**src/rtl/word_packer.sv**
```systemverilog
// word_packer: packs NUM_WORDS narrow words, first word in the MSBs.
// Valid/ready on both sides, output backpressure and partial flush.
module word_packer #(
    parameter int WORD_W    = 4,
    parameter int NUM_WORDS = 2
) (
    input  logic                                 clk_i,
    input  logic                                 rst_i,
    input  logic [WORD_W-1:0]                    in_data_i,
    input  logic                                 in_valid_i,
    output logic                                 in_ready_o,
    input  logic                                 flush_i,
    output logic [WORD_W*NUM_WORDS-1:0]          out_data_o,
    output logic                                 out_valid_o,
    input  logic                                 out_ready_i,
    output logic [$clog2(NUM_WORDS+1)-1:0]       out_count_o
);

    localparam int OUT_W = WORD_W * NUM_WORDS;
    localparam int CW    = $clog2(NUM_WORDS + 1);
    localparam logic [CW-1:0] LAST = CW'(NUM_WORDS - 1);

    logic [OUT_W-1:0] acc;
    logic [OUT_W-1:0] acc_next;
    logic [CW-1:0]    cnt;
    logic [CW-1:0]    held;
    logic             slot_free;
    logic             accept;
    logic             full;
    logic             emit;

    always_comb begin
        slot_free  = !out_valid_o || out_ready_i;
        in_ready_o = (cnt != LAST) || slot_free;
        accept     = in_valid_i && in_ready_o;
        acc_next   = acc;
        if (accept) begin
            for (int i = 0; i < NUM_WORDS; i++) begin
                if (cnt == CW'(i))
                    acc_next[OUT_W-1-i*WORD_W -: WORD_W] = in_data_i;
            end
        end
        held = cnt + CW'(accept);
        full = accept && (cnt == LAST);
        // a flush also picks up a word accepted in the same cycle
        emit = full || (flush_i && slot_free && (held != '0));
    end

    always_ff @(posedge clk_i or posedge rst_i) begin
        if (rst_i) begin
            acc         <= '0;
            cnt         <= '0;
            out_data_o  <= '0;
            out_count_o <= '0;
            out_valid_o <= 1'b0;
        end else if (emit) begin
            out_data_o  <= acc_next;
            out_count_o <= held;
            out_valid_o <= 1'b1;
            acc         <= '0;
            cnt         <= '0;
        end else begin
            if (accept) begin
                acc <= acc_next;
                cnt <= held;
            end
            if (out_valid_o && out_ready_i)
                out_valid_o <= 1'b0;
        end
    end

endmodule

```
**config.mk**
```make
export PLATFORM = sky130hd
export DESIGN_NAME = word_packer
export DESIGN_NICKNAME = d
export VERILOG_FILES = /design/src/rtl/word_packer.sv
export SDC_FILE = /design/constraint.sdc
export NUM_CORES = 1
export LEC_CHECK = 0
export CORE_UTILIZATION = 35
export DETAILED_ROUTE_END_ITERATION = 7
export SLEW_MARGIN = 0
export SYNTH_ARGS = -nofsm -noshare
export SYNTH_HDL_FRONTEND = slang
export SYNTH_SLANG_ARGS = --single-unit
```
**constraint.sdc**
```tcl
create_clock -name clk_i -period 7.1 [get_ports clk_i]
set_clock_uncertainty 0.15 [all_clocks]
set_input_delay 1.065 -clock clk_i [delete_from_list [all_inputs] [get_ports clk_i]]
set_output_delay 1.065 -clock clk_i [all_outputs]
set_load 0.02 [all_outputs]
```
==> results.txt, run 1 <==
----------------------------------------------------
[Run status]
  Result of the run ... complete, no violations

[Timing]
  Fin. max-slew vios ... 0
  Period Utilization, post-route ... 52.6%
  Final hold violation count ... 0
  Actual transition at the worst max-transition pin ... 807 ps
  Worst relative slew slack ... 46.1%
  Final hold slack ... 374 ps
  Aggregate negative setup slack ... 0 ps
  Endpoints failing setup ... 0
  Final period demand of the worst path ... 3730 ps
  RSZ-0062 raised after global routing ... no
  Max Clock Freq ... 0.268 GHz

[Route]
  Via density per instance ... 5.04
  Average wire per standard cell ... 13.2 µm
  Total Routed Length ... 1.77 mm
  Via total after detailed routing ... 676
  DRC marker count from the first detailed-route iteration ... 10
  Pre-antenna DRT Iters ... 4
  DRC violations left ... 0
  Post-detailed-route count of antenna-violating nets ... 0

[Placement]
  I/O Buffers ... 20
  Post-DP HPWL ... 1.24 mm
  Placer's final routability congestion estimate ... 0.685
  Dpl cell area ... 0.00119 mm²

[Power and ir drop]
  Ratio of total power to cell area ... 404 mW/mm²
  Reported leakage power ... 0.572 nW
  IR drop worst, VDD ... 0.222 mV
  Overall power consumption ... 0.493 mW

[Critical path]
  Cell with the largest stage delay on the worst path ... clkdlybuf4s50_1
  Element type at the critical path start ... input port
  Data required, critical path ... 5880 ps
  Cell type group with the largest total delay on the critical path ... buffers and inverters
  Critical path origin ... out_ready_i
  Max FO, Critical Path ... 6
  Cell breakdown of the critical path ... clkdlybuf4s50_1 > nand2b_1 > nand2b_1 > clkdlybuf4s50_1
  Number of buffer and inverter instances along the worst setup path ... 2
  Type of the worst setup path ... in -> out
  Delay of the slowest cell on the worst path ... 600 ps
  Reg2Reg Launch Point ... cnt[1]
  Kind of end point of the critical path ... output port
  Endpoint arrival time on the critical path ... 2520 ps

[Logic synthesis]
  Net count of the mapped netlist ... 92
  Number of cells produced by synthesis ... 82
  Top-area cell type share of the netlist area ... 54.1%
  Cell type with the highest aggregate area in the netlist ... dfrtp_1
  Number of synthesized register bits ... 21
  Top cells by area, synth ... dfrtp_1, mux2i_1, nand2_1, nor2_1, a31oi_1
  Netlist Area Pre-Place ... 972 µm²
  Part of the Yosys area used for sequential elements ... 54.1%
  Synthesized area per cell ... 11.9 µm²
  Number of synthesis warnings ... 0
  Number of distinct library cells after synthesis ... 25

[Run]
  Max-cap viol count ... 0

[Floorplan]
  Die Outline Area ... 0.00299 mm²
  Core box area ... 0.00254 mm²
  Number of placed I/O pins ... 21
  Die X-Extent ... 54.7 µm
  Initial standard-cell utilization of the core ... 38.2%
  Row count ... 18
  Vert. Die Dim ... 54.7 µm

[Min path]
  Hold path startpoint ... out_count_o[0]
  Path type of the worst min-delay path ... reg -> reg

[Global routing]
  Combined global-route utilization of all metal layers ... 14.4%
  Number of antenna violations at the first check in global routing ... 0
  Wire length of the first global-routing pass ... 2.95 mm
  Fraction of met2 tracks used by global routing ... 22.1%
  Via count of the first global-routing pass ... 668
  Maximum number of pins on one net before global-route repair ... 22
  GR met1 Demand/Resource ... 18.2%
  Routing usage on met3 ... 3.89%
  GRT overflow ... 0
  GRT busiest layer ... met2

[CTS]
  Clock Latency Late Sink ... 290 ps
  TritonCTS clock tree ... built
  Number of buffers on the longest clock path ... 2
  CTS buffer count ... 3
  CTS Hold Buffers Added ... 0
  Count of cells resized by post-cts repair ... 0
  Number of H-tree levels ... 1
  Register clock-pin slew on the reported worst setup and hold paths ... 110 ps
  Setup fix buffers added after clock tree synthesis ... 0
  CTS Root Cell ... clkbuf_4
  Sinks on the clock net ... 21

[Finish]
  Final layout net count ... 115
  Area Overhead vs Synth ... 25.5%
  Final design instance area without fill ... 0.00122 mm²
  Layout cell share with drive strength beyond 1 ... 15.4%
  Ant diodes ... 0

----------------------------------------------------
## sequential cells by signal, summed over array words and instances, names as in the netlist
register,count
acc,8
out_data_o,8
out_count_o,2
cnt,2
out_valid_o,1
## path summary, 6_finish.rpt
path | to | slack [ps] | cells after the start
worst max-delay path | in_ready_o | 3370 | 4
worst min-delay path | out_count_o[0] | 370 | 1
worst max register to register | out_count_o[0] | 4550 | 8
worst min register to register | out_count_o[0] | 370 | 1
max in group asynchronous | out_data_o[4] | 5230 | 2
min in group asynchronous | acc[0] | 1070 | 2
## routing by layer
metal | up-vias | routed length (µm)
li1 | 326 | -
met1 | 332 | 844
met2 | 16 | 808
met3 | 2 | 106
met4 | 0 | 12
met5 | - | 0
## cells in the final DEF, fill, tap and decap left out
master | synthesis | layout
xor2_4 | 1 | 1
and2b_2 | 1 | 1
nand2_1 | 9 | 9
nor2_1 | 9 | 9
ha_1 | 1 | 1
inv_1 | 6 | 6
dfrtp_1 | 21 | 21
o21ai_0 | 1 | 1
mux2_2 | 1 | 1
o211a_1 | 1 | 1
and2_1 | 1 | 1
a22oi_1 | 1 | 1
mux2_4 | 2 | 2
clkbuf_4 | 0 | 3
mux2i_1 | 8 | 8
clkdlybuf4s50_1 | 0 | 20
o211ai_4 | 1 | 1
clkbuf_1 | 0 | 1
nand3_1 | 1 | 1
nor3b_2 | 1 | 1
and3_2 | 4 | 4
nand2_4 | 1 | 1
a311oi_1 | 1 | 1
a31oi_1 | 5 | 5
nand2b_1 | 2 | 2
and2_4 | 1 | 1
## synthesized netlist by cell type
master,n
xor2_4,1
and2_4,1
nor3b_2,1
buf_6,1
buf_2,1
dfrtp_1,21
a311oi_1,1
nand2_1,9
o211a_1,1
mux2_4,2
o21ai_0,1
mux2i_1,8
and2_1,1
mux2_2,1
nand2b_1,2
nand3_1,1
a31oi_1,5
o211ai_4,1
ha_1,1
a22oi_1,1
and2b_2,1
inv_1,6
and3_2,4
nand2_4,1
nor2_1,9
## layout make-up
type	instances	area (µm²)
multi-input cells	53	408
well taps	30	37.5
flip-flops and latches	21	526
repair buffers	20	200
clock buffers	4	26.3
fillers	250	1330
inverters	6	22.5
## cells by family (layout without fill, tap and decap cells)
logic type | Yosys count | after routing | share of synthesized area, %
multiplexers | 11 | 11 | 12.5
AO/OA/AOI/OAI | 10 | 10 | 8.62
XOR/XNOR | 1 | 1 | 2.83
flip-flops | 21 | 21 | 54.1
AND/OR/NAND/NOR | 30 | 30 | 16.7
buffers and inverters | 8 | 30 | 3.99
adder cells (fa/ha/maj) | 1 | 1 | 1.29
## stage by stage
| stage | util (%) | worst slack [ps] | instances |
|---|---|---|---|
| after floorplan | - | 3880 | 82 |
| after global placement | 46.9 | 3400 | 130 |
| after detailed placement | 46.9 | 3380 | 130 |
| after CTS | 47.9 | 3370 | 134 |
| after global routing | 47.9 | 3300 | 134 |
| final | 47.9 | 3370 | 134 |
## power by group
group	total (mW)	internal (mW)	leakage (nW)	switching, mW
logic	0.246	0.120	0.284	0.126
registers	0.191	0.163	0.273	0.0285
clock network	0.0555	0.0219	0.0150	0.0337
total	0.493	0.305	0.572	0.188
Note: power is estimated with default switching activity, not from simulation.
==> run 2: changes to the inputs <==
==> constraint.sdc (replaced) <==
create_clock -name clk_i -period 3.8 [get_ports clk_i]
set_clock_uncertainty 0.15 [all_clocks]
set_input_delay 0.57 -clock clk_i [delete_from_list [all_inputs] [get_ports clk_i]]
set_output_delay 0.57 -clock clk_i [all_outputs]
set_load 0.02 [all_outputs]
==> results.txt, run 2 (synthesis gave the netlist of run 1 again) <==
----------------------------------------------------
[Floorplan]
  Number of placed I/O pins ... 21
  Die X-Extent ... 54.7 µm
  Vert. Die Dim ... 54.7 µm
  Row count ... 18
  Die Outline Area ... 0.00299 mm²
  Initial standard-cell utilization of the core ... 38.2%
  Core box area ... 0.00254 mm²

[Placement]
  Dpl cell area ... 0.00119 mm²
  Worst Setup Slack post-DPL ... 673 ps
  Post-DP HPWL ... 1.31 mm
  I/O Buffers ... 20
  Placer's final routability congestion estimate ... 0.761
  Number of placed instances with taps included ... 130

[CTS]
  CTS Root Cell ... clkbuf_4
  Register clock-pin slew on the reported worst setup and hold paths ... 120 ps
  Sinks on the clock net ... 21
  CTS buffer count ... 3
  Number of H-tree levels ... 1
  CTS Hold Buffers Added ... 0
  Count of cells resized by post-cts repair ... 0
  TritonCTS clock tree ... built
  Setup fix buffers added after clock tree synthesis ... 0
  Clock Latency Late Sink ... 310 ps
  Number of buffers on the longest clock path ... 2

[Route]
  Average wire per standard cell ... 13.5 µm
  Post-detailed-route count of antenna-violating nets ... 0
  Via total after detailed routing ... 664
  Via density per instance ... 4.96
  Pre-antenna DRT Iters ... 4
  DRC marker count from the first detailed-route iteration ... 7
  DRC violations left ... 0
  Total Routed Length ... 1.81 mm

[Timing]
  Actual transition at the worst max-transition pin ... 777 ps
  RSZ-0062 raised after global routing ... no
  Final hold violation count ... 0
  Worst relative slew slack ... 48.1%
  Fin. max-slew vios ... 0
  Final Worst Setup Slack ... 996 ps
  Max Clock Freq ... 0.357 GHz
  Aggregate negative setup slack ... 0 ps
  Final period demand of the worst path ... 2800 ps
  Period Utilization, post-route ... 73.8%
  Endpoints failing setup ... 0

[Finish]
  Ant diodes ... 0
  Most frequent standard cell in the layout excluding fill and tap cells ... dfrtp_1
  Final cell count without fillers ... 134
  Final design instance area without fill ... 0.00122 mm²
  Final standard cell utilization of the core ... 48.0%
  Top flop regs ... acc x8, out_data_o x8
  Most used cells in the layout excluding fill and tap cells ... dfrtp_1, clkdlybuf4s50_1, nor2_1, nand2_1, mux2i_1
  Area Overhead vs Synth ... 25.6%
  Layout cell share with drive strength beyond 1 ... 16.3%
  Final layout net count ... 115

[Global routing]
  Via count of the first global-routing pass ... 656
  GR met1 Demand/Resource ... 18.3%
  Fraction of met2 tracks used by global routing ... 21.9%
  GRT busiest layer ... met2
  Wire length of the first global-routing pass ... 2.90 mm
  Routing usage on met3 ... 6.39%
  GRT overflow ... 0
  Number of antenna violations at the first check in global routing ... 0
  Maximum number of pins on one net before global-route repair ... 22
  Combined global-route utilization of all metal layers ... 14.0%

[Power and ir drop]
  Sw Ratio ... 38.9%
  Switching power ... 0.362 mW
  Portion of total power attributed to sequential cells ... 38.7%
  Pint ... 0.568 mW
  Part of the total power dissipated in combinational logic ... 49.5%
  Portion of total power attributed to the clock network ... 11.8%
  Ratio of total power to cell area ... 761 mW/mm²
  IR drop worst, VDD ... 0.365 mV
  Reported leakage power ... 0.574 nW

[Critical path]
  Data required, critical path ... 3860 ps
  Endpoint arrival time on the critical path ... 2860 ps
  Kind of end point of the critical path ... flip-flop
  Max FO, Critical Path ... 10
  Element type at the critical path start ... input port
  Type of the worst setup path ... in -> reg

[Min path]
  Path type of the worst min-delay path ... reg -> reg

[Run]
  Max-cap viol count ... 0

[Run status]
  Result of the run ... complete, no violations

----------------------------------------------------
-- run 2: worst paths after layout --
check	from	endpoint	slack (ps)	cells past startpoint
min	acc[5]	acc[5]	380	2
min reg2reg	acc[5]	acc[5]	380	2
max	out_ready_i	out_count_o[0]	1000	9
max reg2reg	cnt[1]	out_count_o[0]	1230	8
min in group asynchronous	rst_i	cnt[1]	530	2
max in group asynchronous	rst_i	out_data_o[1]	2480	2
-- run 2: per-stage QoR --
step / total power, mW / hold slack, ps
final: 0.930 / 378
after global routing: 0.995 / 399
after CTS: 0.944 / 387
after detailed placement: 0.830 / 358
after global placement: 0.824 / 349
after floorplan: 0.679 / 330
-- run 2: worst max-delay path, stage by stage --
cell and delay (ps):
clkdlybuf4s50_1 390, nand2b_1 250, nand2b_1 200, and2_1 160, ha_1 260, xor2_4 190
o211ai_4 320, and2_4 220, mux2_4 290
-- run 2: cell type report --
class | instances | area, µm²
Sequential cell | 21 | 526
Timing Repair Buffer | 20 | 200
Clock buffer | 3 | 22.5
Tap cell | 30 | 37.5
Multi-Input combinational cell | 53 | 408
Fill cell | 222 | 1320
Clock inverter | 1 | 5.00
Inverter | 6 | 22.5
-- run 2: power by group through the flow --
stage,clock [mW],combinational [mW],sequential [mW]
after floorplan,0,0.271,0.408
after global placement,0,0.461,0.363
after detailed placement,0,0.464,0.366
after CTS,0.116,0.466,0.362
after global routing,0.123,0.500,0.373
final,0.110,0.461,0.359
-- run 2: routing by layer --
metal,vias to the layer above,share of wire [%]
met4,0,0
met2,20,44
met1,320,50
met3,0,6.2
met5,-,0
li1,324,-
==> run 3: changes to the inputs <==
==> constraint.sdc (replaced) <==
create_clock -name clk_i -period 2.8 [get_ports clk_i]
set_clock_uncertainty 0.15 [all_clocks]
set_input_delay 0.42 -clock clk_i [delete_from_list [all_inputs] [get_ports clk_i]]
set_output_delay 0.42 -clock clk_i [all_outputs]
set_load 0.02 [all_outputs]
==> results.txt, run 3 (synthesis gave the netlist of run 1 again) <==
----------------------------------------------------
[Route]
  DRC marker count from the first detailed-route iteration ... 7
  Post-detailed-route count of antenna-violating nets ... 0
  Total Routed Length ... 1.75 mm
  Via density per instance ... 4.93
  DRC violations left ... 0
  Via total after detailed routing ... 681
  Average wire per standard cell ... 12.7 µm
  Pre-antenna DRT Iters ... 4

[Critical path]
  Kind of end point of the critical path ... flip-flop
  Cell with the largest stage delay on the worst path ... dfrtp_1
  Cell type group with the largest total delay on the critical path ... simple AND/OR/NAND/NOR gates
  Endpoint arrival time on the critical path ... 2430 ps
  Type of the worst setup path ... reg -> reg
  Cell breakdown of the critical path ... and2b_2 > nand2b_1 > and2_1 > ha_1 > xor2_4 > o211ai_4 > and2_4 > mux2_4
  Max FO, Critical Path ... 7
  Number of buffer and inverter instances along the worst setup path ... 0
  Delay of the slowest cell on the worst path ... 510 ps
  Data required, critical path ... 2840 ps
  Element type at the critical path start ... flip-flop
  Critical path origin ... cnt[1]
  Reg2Reg Launch Point ... cnt[1]

[Finish]
  Most frequent standard cell in the layout excluding fill and tap cells ... dfrtp_1
  Final layout net count ... 119
  Top flop regs ... acc x8, out_data_o x8
  Final cell count without fillers ... 138
  Area Overhead vs Synth ... 28.6%
  Most used cells in the layout excluding fill and tap cells ... dfrtp_1, clkdlybuf4s50_1, nor2_1, nand2_1, mux2i_1
  Ant diodes ... 0
  Layout cell share with drive strength beyond 1 ... 18.5%

[Floorplan]
  Vert. Die Dim ... 54.7 µm
  Initial standard-cell utilization of the core ... 38.2%
  Die Outline Area ... 0.00299 mm²
  Die X-Extent ... 54.7 µm
  Number of placed I/O pins ... 21
  Core box area ... 0.00254 mm²
  Row count ... 18

[Placement]
  I/O Buffers ... 20
  Post-DP HPWL ... 1.30 mm
  Placer's final routability congestion estimate ... 0.727
  Number of placed instances with taps included ... 134

[Min path]
  Hold path startpoint ... out_data_o[7]
  Path type of the worst min-delay path ... reg -> reg

[Timing]
  Actual transition at the worst max-transition pin ... 801 ps
  Period Utilization, post-route ... 85.4%
  Final period demand of the worst path ... 2390 ps
  RSZ-0062 raised after global routing ... no
  Aggregate negative setup slack ... 0 ps
  Final hold violation count ... 0
  Fin. max-slew vios ... 0
  Endpoints failing setup ... 0
  Max Clock Freq ... 0.418 GHz
  Worst relative slew slack ... 46.5%

[CTS]
  CTS Root Cell ... clkbuf_4
  Clock Latency Late Sink ... 290 ps
  Count of cells resized by post-cts repair ... 0
  CTS Hold Buffers Added ... 0
  Number of H-tree levels ... 1
  CTS buffer count ... 3
  TritonCTS clock tree ... built
  Number of buffers on the longest clock path ... 2
  Register clock-pin slew on the reported worst setup and hold paths ... 110 ps
  Sinks on the clock net ... 21
  Setup fix buffers added after clock tree synthesis ... 0

[Global routing]
  Via count of the first global-routing pass ... 681
  Routing usage on met3 ... 3.33%
  Fraction of met2 tracks used by global routing ... 22.1%
  Number of antenna violations at the first check in global routing ... 0
  Combined global-route utilization of all metal layers ... 14.3%
  Wire length of the first global-routing pass ... 2.97 mm
  GR met1 Demand/Resource ... 19.4%
  GRT busiest layer ... met2
  GRT overflow ... 0
  Maximum number of pins on one net before global-route repair ... 22

[Run status]
  Result of the run ... complete, no violations

[Power and ir drop]
  Reported leakage power ... 0.590 nW
  Portion of total power attributed to sequential cells ... 38.3%
  Switching power ... 0.482 mW
  Part of the total power dissipated in combinational logic ... 50.9%
  Pint ... 0.797 mW
  Sw Ratio ... 37.7%
  Portion of total power attributed to the clock network ... 10.7%
  IR drop worst, VDD ... 0.514 mV
  Ratio of total power to cell area ... 1020 mW/mm²

[Run]
  Max-cap viol count ... 0

----------------------------------------------------
## run 3: cell types whose count changed in the layout (fill, tap and decap cells not counted), sizes merged
cell | before | now
clkinv | 1 | 0
buf | 0 | 4
clkbuf | 3 | 4
## run 3: path summary, 6_finish.rpt
check | depth (start not counted) | end | slack [ps]
min | 2 | out_data_o[7] | 370
min in group asynchronous | 2 | out_count_o[1] | 430
max | 8 | out_count_o[0] | 410
max reg2reg | 8 | out_count_o[0] | 410
max in group asynchronous | 2 | out_data_o[6] | 1580
min reg2reg | 2 | out_data_o[7] | 370
## run 3: power groups by stage
stage / sequential, mW / clock, mW / combinational, mW
global placement: 0.492 / 0 / 0.652
floorplan: 0.553 / 0 / 0.368
detailed placement: 0.496 / 0 / 0.656
CTS: 0.491 / 0.145 / 0.659
global route: 0.507 / 0.152 / 0.709
finish: 0.490 / 0.137 / 0.651
## run 3: per-layer routing
layer / wire length, µm / up-vias
met1: 869 / 336
met5: 0 / -
met4: 0 / 0
met3: 73 / 0
met2: 808 / 16
li1: - / 329
## run 3: worst min-delay path, delay by kind of cell (launching register included)
kind / cells / cell delay (ps)
mux: 1 / 50
buf+inv: 1 / 50
flops: 1 / 390
## run 3: final cells by class
class,instances,area (µm²)
Fill cell,256,1290
Inverter,6,22.5
Multi-Input combinational cell,53,408
Sequential cell,21,526
Clock buffer,4,26.3
Timing Repair Buffer,24,230
Tap cell,30,37.5
## run 3: per-stage QoR
stage	instance area (µm²)	worst slack, ps	hold slack, ps	util [%]	power (mW)
final	1250	409	371	49.1	1.28
after detailed placement	1220	110	359	48.1	1.15
after floorplan	972	227	247	-	0.921
after CTS	1250	398	381	49.1	1.30
after global routing	1250	303	402	49.1	1.37
after global placement	1220	138	350	48.1	1.14
